**config.mk**
```make
export PLATFORM = sky130hd
export DESIGN_NAME = hazard_ctrl
export DESIGN_NICKNAME = d
export VERILOG_FILES = /design/src/rtl/hazard_ctrl.sv
export SDC_FILE = /design/constraint.sdc
export NUM_CORES = 1
export LEC_CHECK = 0
export ABC_CLOCK_PERIOD_IN_PS = 3100
export CAP_MARGIN = 0
export CORE_MARGIN = 1.5
export CORE_UTILIZATION = 51
export DETAILED_ROUTE_END_ITERATION = 12
export HOLD_SLACK_MARGIN = 0.08
export PLACE_DENSITY_LB_ADDON = 0.25
export SYNTH_ARGS = -nofsm -noshare
export SYNTH_HDL_FRONTEND = slang
export SYNTH_SLANG_ARGS = --single-unit
```
**constraint.sdc**
```tcl
create_clock -name clock -period 3.1 [get_ports clock]
set_clock_uncertainty 0.1 [all_clocks]
set_input_delay 0.465 -clock clock [delete_from_list [all_inputs] [get_ports clock]]
set_output_delay 0.465 -clock clock [all_outputs]
set_load 0.02 [all_outputs]
```
**src/rtl/hazard_ctrl.sv**
```systemverilog
// rtl/hazard_ctrl.sv - MIPS32 pipeline hazard controller: load-use stalls, branch flushes, HI/LO interlock
module hazard_ctrl #(
    parameter int unsigned MUL_CYCLES = 4,
    parameter int unsigned DIV_CYCLES = 32
) (
    input  logic        clock,
    input  logic        reset,
    input  logic [4:0]  id_rs,
    input  logic [4:0]  id_rt,
    input  logic        id_uses_rs,
    input  logic        id_uses_rt,
    input  logic        id_is_muldiv,
    input  logic        id_is_div,
    input  logic        id_reads_hilo,
    input  logic        ex_mem_read,
    input  logic [4:0]  ex_rd,
    input  logic        ex_branch_taken,
    output logic        pc_write,
    output logic        ifid_write,
    output logic        ifid_flush,
    output logic        idex_flush,
    output logic        muldiv_start,
    output logic        muldiv_busy,
    output logic [15:0] stall_cycles,
    output logic [15:0] flush_count
);

    typedef enum logic {
        ST_IDLE = 1'b0,
        ST_BUSY = 1'b1
    } state_t;

    localparam logic [7:0] MUL_LAT = 8'(MUL_CYCLES);
    localparam logic [7:0] DIV_LAT = 8'(DIV_CYCLES);

    state_t      r_state;
    logic [7:0]  r_cnt;
    logic [15:0] r_stall_cycles;
    logic [15:0] r_flush_count;

    logic w_busy;
    logic w_rs_hit;
    logic w_rt_hit;
    logic w_load_use;
    logic w_hilo_hz;
    logic w_stall;
    logic w_start;
    logic w_count_stall;

    // A load writing $0 never produces a usable value, so it can never be a hazard.
    assign w_busy     = (r_state == ST_BUSY);
    assign w_rs_hit   = id_uses_rs & (id_rs == ex_rd);
    assign w_rt_hit   = id_uses_rt & (id_rt == ex_rd);
    assign w_load_use = ex_mem_read & (ex_rd != 5'd0) & (w_rs_hit | w_rt_hit);
    assign w_hilo_hz  = w_busy & (id_is_muldiv | id_reads_hilo);
    assign w_stall    = w_load_use | w_hilo_hz;

    always_comb begin
        pc_write   = 1'b1;
        ifid_write = 1'b1;
        ifid_flush = 1'b0;
        idex_flush = 1'b0;
        w_start    = 1'b0;
        if (reset) begin
            pc_write   = 1'b0;
            ifid_write = 1'b0;
            ifid_flush = 1'b1;
            idex_flush = 1'b1;
        end else if (ex_branch_taken) begin
            ifid_flush = 1'b1;
            idex_flush = 1'b1;
        end else if (w_stall) begin
            pc_write   = 1'b0;
            ifid_write = 1'b0;
            idex_flush = 1'b1;
        end else begin
            w_start = id_is_muldiv;
        end
    end

    assign muldiv_start  = w_start;
    assign muldiv_busy   = w_busy & ~reset;
    assign w_count_stall = w_stall & ~ex_branch_taken;

    // Once issued, the operation no longer lives in ID, so a flush must not abort it.
    always_ff @(posedge clock) begin
        if (reset) begin
            r_state <= ST_IDLE;
            r_cnt   <= 8'd0;
        end else begin
            case (r_state)
                ST_IDLE: begin
                    if (w_start) begin
                        r_cnt   <= id_is_div ? DIV_LAT : MUL_LAT;
                        r_state <= ST_BUSY;
                    end
                end
                ST_BUSY: begin
                    r_cnt <= r_cnt - 8'd1;
                    if (r_cnt == 8'd1) begin
                        r_state <= ST_IDLE;
                    end
                end
                default: begin
                    r_state <= ST_IDLE;
                    r_cnt   <= 8'd0;
                end
            endcase
        end
    end

    always_ff @(posedge clock) begin
        if (reset) begin
            r_stall_cycles <= 16'd0;
            r_flush_count  <= 16'd0;
        end else begin
            if (w_count_stall && (r_stall_cycles != 16'hFFFF)) begin
                r_stall_cycles <= r_stall_cycles + 16'd1;
            end
            if (ex_branch_taken && (r_flush_count != 16'hFFFF)) begin
                r_flush_count <= r_flush_count + 16'd1;
            end
        end
    end

    assign stall_cycles = r_stall_cycles;
    assign flush_count  = r_flush_count;

endmodule

```
# Word-level counts from Yosys, hierarchy flattened
# Cells that the tools add are included.
# word_totals
ff_bits	41
in_bits	24
output_inout_bits	38
elab_cells	46
# classes
n_addsub	3
n_eq_ne	6
mux	17
bitwise_logic	13
reduce_logical	3
# ops
op	n
adder 16 x 1 -> 16 bit (second input constant)	2
inequality test 16 bit (second input constant)	2
one-hot mux 8 bit (2 select lines)	1
two-way mux 1 bit	13
== test 5 bit	2
== test 8 x 1 -> 1 bit (second input constant)	1
two-way mux 8 bit	1
subtractor 8 x 1 -> 8 bit (second input constant)	1
AND 1 bit	7
two-way mux 6 bit	1
nonzero test 5 bit	1
inverter 1 bit	3
OR 1 bit	3
logical AND 1 bit	2
inequality test 2 bit (second input constant)	1
one-hot mux 1 bit (2 select lines)	1

# Depth between registers and ports, before layout
# Gate-level depths: netlist (run 1).
# logic_depth
depth_word	10
depth_mapped	9
mapped_depth_nobuf	7

# Least setup slack after synthesis (run 1)
# No wires, ideal clock.
# synth_timing
kind	input port to output port
from	in ex_rd[0]
to	out pc_write
arrival_time_ns	2.230
t_required_ns	2.535
setup_slack_ns	0.305
cell_stages	8
path_buffers	3
cell_sequence	or4_1 -> o21ai_2 -> o21a_4 -> buf_6 -> buf_2 -> nor2_1 -> nor2_1 -> buf_4
# synth_via
elab_chain_len	8
word_cells_on_any_way	12
cone_classes	2 x eq/ne; 3 x mux; 6 x bitwise; 1 x reduce/logical
# synth_lines
item	line	text
start: declaration	16	input logic [4:0] ex_rd,
== test 5 bit (on tied branches)	52, 53	
AND 1 bit (on tied branches)	52, 53	
OR 1 bit	54	assign w_load_use = ex_mem_read & (ex_rd != 5'd0) & (w_rs_hit | w_rt_hit);
AND 1 bit (*)	54	
OR 1 bit (*)	56	assign w_stall = w_load_use | w_hilo_hz;
two-way mux 1 bit (*) (3 in a row)	n/a	
end: declaration	18	output logic pc_write,
# Mark *: on every way between the ends. The rest lies on a longest branch, timed or not.

# Worst setup path in the final report (run 1)
# layout_timing
from	in ex_rd[2]
to	out idex_flush
# layout_via
elab_chain_len	8
word_cells_on_any_way	12
cone_classes	2 x eq/ne; 3 x mux; 6 x bitwise; 1 x reduce/logical
# layout_lines
item	line	text
== test 5 bit (on tied branches)	52, 53	
AND 1 bit (on tied branches)	52, 53	
OR 1 bit	54	
AND 1 bit (*)	54	
OR 1 bit (*)	56	
two-way mux 1 bit (*)	72	end else if (w_stall) begin
two-way mux 1 bit (*)	69	end else if (ex_branch_taken) begin
two-way mux 1 bit (*)	64	if (reset) begin
end: declaration	21	output logic idex_flush,
# Marked as above.

==> flow_metrics.py, run 1 <==
metrics = {
    "outcome": {
        "status": "completed",
    },
    "power": {
        "finalPower_mw": 1.079,
        "p_per_area_mw_per_mm2": 362.6,
        "p_int_mw": 0.8105,
        "ir_drop_mv": 0.3310,
        "swShare_pct": 24.88,
        "p_switching_mw": 0.2684,
        "power.share.clock_pct": 35.8,
        "seqPwrFrac_pct": 50.9,
        "combPwrFrac_pct": 13.3,
        "p_leak_nw": 1.040,
    },
    "clock_tree": {
        "cts_setup_buffers": 0,
        "ctsResizeCount": 4,
        "clock_path_buffers": 2,
        "clk_latency_ns": 0.30,
        "path_clk_slew_ns": 0.08,
        "tritoncts": "done",
        "htreeDepth": 2,
        "cts-buffers-inserted": 5,
        "hold_buffers": 0,
        "numClockSinks": 41,
        "root_buffer": "clkbuf_8",
    },
    "timing": {
        "tightest_slew_ns": 0.9246,
        "setup_viol": 0,
        "period_share_pct": 93.94,
        "final-hold-violation-count": 0,
        "min_period_ns": 2.912,
        "maxSlewViolCount": 0,
        "fmax_ghz": 0.3434,
        "maxSlewHeadroom_pct": 38.36,
        "rsz0062_at_grt": "no",
    },
    "cells_and_area": {
        "fin_cells": 373,
        "utilization_pct": 72.81,
        "area_growth_pct": 34.58,
        "fin_nets": 350,
        "seqCellArea_sq_um": 820.8,
        "multiInputGateArea_sq_mm": 0.001291,
        "n_fill_cell": 337,
        "diodes": 0,
        "final_cell_mix": "clkdlybuf4s50_1 (57), dfxtp_1 (41), nor2_1 (33)",
        "drive_gt1_share_pct": 10.84,
        "layout_commonest_cell": "clkdlybuf4s50_1",
    },
    "place": {
        "dp_cells": 365,
        "hpwl_um": 3707,
        "gp_congestion": 0.8802,
        "io_buffers": 61,
    },
    "worst_hold_path": {
        "holdPathEnd": "r_cnt[4]",
        "hold_depth": 2,
        "hp-start": "r_cnt[4]",
        "hp-class": "reg2reg",
    },
    "grt": {
        "grt_overflow": 0,
        "antenna_found_initial": 0,
        "grt_usage_pct": 22.34,
        "grt_pass1_vias": 1886,
        "grt_pass1_wl_um": 7935,
        "grt_start_max_net_pins": 50,
    },
    "worst_setup_path": {
        "rr_endpoint": "stall_cycles[8]",
        "cp-start-kind": "primary input",
        "r2r_setup_slack_ns": 0.58,
        "end_kind": "primary output",
        "r2r-start": "stall_cycles[0]",
        "cpPeakStageDelay_ns": 0.48,
        "crit_path_max_fanout": 3,
        "rr_worst_depth": 8,
        "startpoint": "ex_rd[2]",
        "critPathKind": "in2out",
        "slowest_stage": "clkdlybuf4s50_1",
        "arrival_ns": 2.35,
        "cp.required_ns": 2.53,
        "path_cells": "clkdlybuf4s50_1 -> xor2_1 -> nor4_1 -> a32oi_1 -> o21a_4 -> buf_4 -> nand2_1 -> dlygate4sd2_1",
    },
    "logic_synthesis": {
        "synth_area_sq_mm": 0.002211,
        "synthFlopType": "dfxtp_1",
        "syn_nets": 286,
        "synth_cell_types": 48,
        "ys_ff_latch": 41,
        "ys_seq_area_share_pct": 37.13,
        "synth_async_sr_flop_share_pct": 0,
        "synth-edff-count": 0,
        "avgSynthCellArea_sq_um": 8.569,
        "syn_inst": 258,
        "ys_warn_count": 0,
    },
    "routing": {
        "via_count": 2087,
        "wl_per_cell_um": 13.80,
        "drt-total-wl_um": 5146,
        "vias_per_cell": 5.595,
        "drtIter0Drc": 81,
        "ant_nets": 0,
        "dr.pass1.iters": 4,
        "drc": 0,
    },
    "die": {
        "die_x_um": 68.84,
        "rows": 23,
        "pin_count": 62,
        "initial_core_util_pct": 54.10,
        "design.die.area_sq_mm": 0.004739,
        "coreArea_sq_mm": 0.004086,
        "die_h_um": 68.84,
    },
    "job": {
        "drv_cap": 0,
    },
}
## state kept, by name (all words and copies together) (netlist names)
name,count
r_cnt,8
flush_count,16
r_state,1
stall_cycles,16
## kinds of logic (layout without fill, tap and decap cells)
logic type	after synthesis	count (layout)	share of synthesized area [%]
DFF	41	41	37.13
xor gates and xnor gates	25	25	9.904
adders and majority gates	4	4	2.264
muxes	8	8	4.018
buffers and inverters	20	85	4.471
AOI/OAI and AO/OA	35	35	10.98
and+or+nand+nor	125	125	31.24
## critical path, delay by kind of cell
kind                   cells  cell delay [ns]
buffers and inverters      3             0.94
AND/OR/NAND/NOR            2             0.34
AO/OA/AOI/OAI              2             0.42
XOR/XNOR                   1             0.19
## through the flow
| stage | hold slack [ns] | setup TNS (ns) | instance area [sq um] | setup slack (ns) |
|---|---|---|---|---|
| finish | 0.3952 | 0 | 2975 | 0.1878 |
| global route | 0.4347 | 0 | 2975 | 0.07420 |
| CTS | 0.3989 | 0 | 2975 | 0.1831 |
| detailed placement | 0.3882 | -0.2833 | 2879 | -0.08853 |
| global placement | 0.3771 | -0.1110 | 2879 | -0.04663 |
| floorplan | 0.3596 | 0 | 2211 | 0.3047 |
## final cells by class
cell class | instances | area share (%)
Clock buffer | 7 | 3.238
Clock inverter | 1 | 0.1682
Inverter | 7 | 0.8831
Multi-Input combinational cell | 197 | 43.40
Sequential cell | 41 | 27.59
Tap cell | 50 | 2.103
Timing Repair Buffer | 70 | 22.62
## how the worst max path moves through the flow
stage | endpoint | slack [ns]
final | idex_flush | 0.19
after global routing | muldiv_start | 0.07
after CTS | idex_flush | 0.18
after detailed placement | ifid_write | -0.09
after global placement | ifid_write | -0.05
after floorplan | pc_write | 0.30
## per-layer routing
metal | routed length, um | track usage, % | vias up
met5 | 0 | 0 | -
met4 | 51 | 7.598 | 0
met3 | 403 | 7.955 | 5
met2 | 2470 | 38.58 | 55
met1 | 2220 | 25.53 | 976
li1 | - | - | 1051
## cell usage after synthesis (2+ instances only)
cell / n / area, sq um
and4_1: 2 / 17.52
nor2_1: 33 / 123.9
o21ai_0: 4 / 20.02
ha_1: 4 / 50.05
nor4_1: 7 / 43.79
or2_2: 2 / 12.51
and3_1: 2 / 12.51
nand4_1: 10 / 62.56
nor4b_2: 2 / 30.03
buf_2: 4 / 20.02
dfxtp_1: 41 / 820.8
xnor2_1: 6 / 52.55
or3_1: 5 / 31.28
mux2_2: 7 / 78.83
nand2b_1: 2 / 12.51
nor3_1: 5 / 25.02
inv_1: 7 / 26.28
a21oi_1: 15 / 75.07
buf_1: 2 / 7.510
nand3_1: 13 / 65.06
buf_6: 2 / 22.52
nor2b_1: 7 / 43.79
xor2_1: 19 / 166.4
nand2_1: 17 / 63.81
o31ai_1: 7 / 52.55
or4_1: 8 / 60.06
clkbuf_1: 4 / 15.01
## power groups by stage
| stage | Sequential (mW) | Combinational, mW | Clock (mW) |
|---|---|---|---|
| after floorplan | 0.563 | 0.0776 | 0 |
| after global placement | 0.561 | 0.143 | 0 |
| after detailed placement | 0.562 | 0.146 | 0 |
| after CTS | 0.550 | 0.145 | 0.388 |
| after global routing | 0.552 | 0.158 | 0.418 |
| final | 0.550 | 0.143 | 0.386 |
Power figures use the tool's default switching activity.
==> run 2, diff against run 1 <==
Settings changed: CORE_ASPECT_RATIO set to 0.8, CORE_MARGIN 1.5 to 1.
==> run 2 against run 1 <==
Compared with the run above:
- register-to-register slack got worse by 0.04 ns
- highest routed layer unchanged
- largest cell class unchanged
- first-iteration DRC count rose by 49%
- global-route usage fell by 0.48 points
==> flow_metrics.py, run 2 (same netlist as run 1, synthesis figures left out) <==
metrics = {
    "worst_setup_path": {
        "end_kind": "primary output",
        "slowest_stage": "clkdlybuf4s50_1",
        "arrival_ns": 2.37,
        "critPathKind": "in2out",
        "startpoint": "ex_rd[2]",
        "cp.required_ns": 2.53,
        "path_cells": "clkdlybuf4s50_1 -> xor2_1 -> nor4_1 -> a32oi_1 -> buf_4 -> o2111ai_2 -> inv_1 -> dlygate4sd2_1",
        "crit_path_max_fanout": 3,
        "cpPeakStageDelay_ns": 0.49,
        "rr_worst_depth": 8,
        "cp-start-kind": "primary input",
        "r2r-start": "stall_cycles[0]",
    },
    "grt": {
        "grt_usage_pct": 21.86,
        "use_met2_pct": 36.61,
        "grtUsageMet3_pct": 5.980,
        "grt_start_max_net_pins": 52,
        "grt_overflow": 0,
        "grt_pass1_wl_um": 7596,
        "grt_pass1_vias": 1721,
        "grt_busiest_layer": "met2",
        "antenna_found_initial": 0,
        "use_met1_pct": 27.09,
    },
    "timing": {
        "rsz0062_at_grt": "no",
        "fmax_ghz": 0.3402,
        "timing.hold.ws_ns": 0.3979,
        "period_share_pct": 94.83,
        "min_period_ns": 2.940,
        "maxSlewHeadroom_pct": 38.03,
        "tightest_slew_ns": 0.9295,
        "tns_ns": 0,
        "final-hold-violation-count": 0,
        "maxSlewViolCount": 0,
        "setup_viol": 0,
    },
    "worst_hold_path": {
        "hold_depth": 2,
        "hp-class": "reg2reg",
        "hp-start": "r_cnt[4]",
    },
    "cells_and_area": {
        "diodes": 0,
        "fin_cells": 379,
        "fin_nets": 349,
        "n_fill_cell": 331,
        "drive_gt1_share_pct": 10.25,
        "area_growth_pct": 35.31,
        "seqCellArea_sq_um": 820.8,
        "utilization_pct": 71.61,
        "layout_commonest_cell": "clkdlybuf4s50_1",
        "final_cell_mix": "clkdlybuf4s50_1 (57), dfxtp_1 (41), nor2_1 (33)",
        "multiInputGateArea_sq_mm": 0.001291,
    },
    "clock_tree": {
        "root_buffer": "clkbuf_8",
        "numClockSinks": 41,
        "hold_buffers": 0,
        "cts-buffers-inserted": 5,
        "path_clk_slew_ns": 0.07,
        "clock_path_buffers": 2,
        "tritoncts": "done",
        "cts_setup_buffers": 0,
        "clk_latency_ns": 0.29,
        "htreeDepth": 2,
    },
    "die": {
        "design.die.area_sq_mm": 0.004604,
        "initial_core_util_pct": 52.92,
        "rows": 21,
        "die_x_um": 75.61,
        "pin_count": 62,
        "coreArea_sq_mm": 0.004178,
        "die_h_um": 60.89,
    },
    "routing": {
        "wl_per_cell_um": 13.24,
        "dr.pass1.iters": 4,
        "drtIter0Drc": 121,
        "drt-total-wl_um": 5018,
        "ant_nets": 0,
        "vias_per_cell": 5.446,
        "drc": 0,
        "via_count": 2064,
    },
    "power": {
        "p_leak_nw": 1.040,
        "ir_drop_mv": 0.2866,
        "p_per_area_mw_per_mm2": 379.8,
    },
    "place": {
        "dp_cells": 371,
        "io_buffers": 61,
        "gp_congestion": 0.8228,
        "hpwl_um": 3578,
    },
    "job": {
        "drv_cap": 0,
    },
    "outcome": {
        "status": "completed",
    },
}
## run 2: critical path, delay by kind of cell
kind            cells  cell delay (ns)
simple gates        1             0.29
xor+xnor            1             0.19
buf+inv             4             1.05
compound gates      2             0.37
## run 2: where the power goes
| part | leakage [nW] | internal [mW] | switching [mW] |
|---|---|---|---|
| combinational | 0.650 | 0.0702 | 0.0725 |
| clock | 0.0585 | 0.263 | 0.182 |
| sequential | 0.332 | 0.538 | 0.0114 |
## run 2: path summary, 6_finish.rpt
kind	to	slack (ns)
max	muldiv_start	0.16
min	r_cnt[4]	0.40
max reg2reg	stall_cycles[5]	0.54
min reg2reg	r_cnt[4]	0.40
## run 2: per-stage QoR
| step | setup WS, ns | total power, mW | cell area, sq um |
|---|---|---|---|
| final | 0.1603 | 1.136 | 2992 |
| after global routing | 0.004048 | 1.186 | 2992 |
| after CTS | 0.1544 | 1.146 | 2992 |
| after detailed placement | -0.06314 | 0.7067 | 2880 |
| after global placement | -0.04259 | 0.7035 | 2880 |
| after floorplan | 0.3047 | 0.6407 | 2211 |
## run 2: metal layers
metal,wire length [um],vias up
met4,78,0
li1,-,1051
met2,2316,59
met5,0,-
met1,2214,947
met3,408,7
## run 2: cell type report
class | instances | area share (%)
inverters | 7 | 0.8783
well taps | 57 | 2.384
clock buffers | 7 | 2.886
multi-input cells | 197 | 43.16
clock inverters | 1 | 1.004
flip-flops and latches | 41 | 27.44
repair buffers | 69 | 22.25
## run 2: what timing repair did
action,CTS,global route
hold endpoints to repair,0,0
setup endpoints to repair,4,0
gates resized for setup,4,0
==> run 3, diff against run 2 <==
--- a/config.mk
+++ b/config.mk
@@ -15,2 +15,3 @@
 export PLACE_DENSITY_LB_ADDON = 0.25
+export SLEW_MARGIN = 20
 export SYNTH_ARGS = -nofsm -noshare
--- a/constraint.sdc
+++ b/constraint.sdc
@@ -4,2 +4,2 @@
 set_output_delay 0.465 -clock clock [all_outputs]
-set_load 0.02 [all_outputs]
+set_load 0.05 [all_outputs]
==> run 3 against run 2 <==
Compared with the run above:
- routed wire length rose by 5.2%
- non-clock buffer count fell by 4
- via count rose by 2.9%
- sequential power barely moved
- power fell by 2.9%
- largest power group unchanged
==> flow_metrics.py, run 3 (same netlist as run 1, synthesis figures left out) <==
metrics = {
    "outcome": {
        "status": "completed",
    },
    "routing": {
        "via_count": 2124,
        "vias_per_cell": 5.664,
        "ant_nets": 0,
        "wl_per_cell_um": 14.07,
        "dr.pass1.iters": 4,
        "drc": 0,
        "drtIter0Drc": 153,
        "drt-total-wl_um": 5277,
    },
    "clock_tree": {
        "ctsResizeCount": 0,
        "numClockSinks": 41,
        "clk_latency_ns": 0.29,
        "root_buffer": "clkbuf_8",
        "cts_setup_buffers": 0,
        "path_clk_slew_ns": 0.07,
        "tritoncts": "done",
        "htreeDepth": 2,
        "hold_buffers": 0,
        "clock_path_buffers": 2,
        "cts-buffers-inserted": 5,
    },
    "grt": {
        "grt_usage_pct": 23.93,
        "grt_pass1_wl_um": 8445,
        "antenna_found_initial": 0,
        "grt_pass1_vias": 1853,
        "grt_overflow": 0,
        "grt_start_max_net_pins": 52,
    },
    "cells_and_area": {
        "area_growth_pct": 36.90,
        "fin_cells": 375,
        "fin_nets": 345,
        "drive_gt1_share_pct": 11.64,
        "layout_commonest_cell": "clkdlybuf4s50_1",
        "n_fill_cell": 318,
        "final_cell_mix": "clkdlybuf4s50_1 (55), dfxtp_1 (41), nor2_1 (32)",
        "post-route-cell-area_sq_mm": 0.003027,
        "diodes": 0,
    },
    "place": {
        "preCtsSetupSlack_ns": 0.1504,
        "hpwl_um": 3818,
        "io_buffers": 61,
        "gp_congestion": 0.8191,
        "dp_cells": 367,
        "place_area_sq_mm": 0.002925,
    },
    "worst_setup_path": {
        "cp.required_ns": 2.53,
        "arrival_ns": 2.35,
        "crit_path_max_fanout": 3,
        "end_kind": "primary output",
        "critPathKind": "in2out",
        "cp-start-kind": "primary input",
    },
    "power": {
        "p_leak_nw": 1.049,
        "ir_drop_mv": 0.3171,
        "p_per_area_mw_per_mm2": 364.4,
    },
    "timing": {
        "maxSlewHeadroom_pct": 39.94,
        "setup_ws_ns": 0.1875,
        "period_share_pct": 93.95,
        "setup_viol": 0,
        "fmax_ghz": 0.3433,
        "rsz0062_at_grt": "no",
        "tightest_slew_ns": 0.9009,
        "maxSlewViolCount": 0,
        "final-hold-violation-count": 0,
        "tns_ns": 0,
        "min_period_ns": 2.913,
    },
    "die": {
        "design.die.area_sq_mm": 0.004604,
        "initial_core_util_pct": 52.92,
        "coreArea_sq_mm": 0.004178,
        "die_x_um": 75.61,
        "pin_count": 62,
        "rows": 21,
        "die_h_um": 60.89,
    },
    "job": {
        "drv_cap": 0,
    },
    "worst_hold_path": {
        "hp-class": "reg2reg",
    },
}
==> run 3: cell types whose count changed in the layout (fill, tap and decap cells not counted), sizes merged <==
cell	change
buf	+2
bufinv	-1
clkinv	+1
clkdlybuf4s50	-2
dlygate4sd2	-4
==> run 3: stage by stage <==
step / utilization, % / hold slack (ns) / total power, mW
6_report: 72.45 / 0.4053 / 1.103
3_3_place_gp: 70.02 / 0.3760 / 0.7309
3_5_place_dp: 70.02 / 0.3833 / 0.7343
4_1_cts: 72.45 / 0.4035 / 1.107
5_1_grt: 72.45 / 0.4226 / 1.147
2_1_floorplan: - / 0.3596 / 0.6588
==> run 3: cell type report <==
cell class              count  area [sq um]  area share, %
clock buffers               7         96.34          3.183
inverters                   7         26.28         0.8681
well taps                  57         71.32          2.356
flip-flops and latches     41         820.8          27.12
multi-input cells         197          1294          42.74
repair buffers             65         713.2          23.56
clock inverters             1         5.005         0.1654
==> run 3: routing by layer <==
layer	vias up	GRT usage [%]	routed length [um]
met5	-	0	0
met2	68	40.31	2534
met4	0	6.085	14
met1	1016	31.54	2502
met3	2	4.983	225
li1	1038	-	-
==> run 3: final timing paths <==
| path | startpoint | to | slack, ns | depth (start not counted) |
|---|---|---|---|---|
| max | ex_rd[0] | ifid_write | 0.19 | 7 |
| min | r_cnt[1] | r_cnt[1] | 0.41 | 2 |
| max reg2reg | stall_cycles[0] | stall_cycles[14] | 0.46 | 7 |
| min reg2reg | r_cnt[1] | r_cnt[1] | 0.41 | 2 |
==> run 3: worst max-delay path: stages <==
cell and delay (ns):
clkdlybuf4s50_1 0.47, or4_1 0.58, o21ai_2 0.19, o21a_4 0.17
nor2_1 0.05, nor2_2 0.24, buf_12 0.18
==> run 3: where the power goes <==
part | internal, mW | switching [mW]
clock network | 0.201 | 0.178
registers | 0.538 | 0.0120
logic | 0.0807 | 0.0933
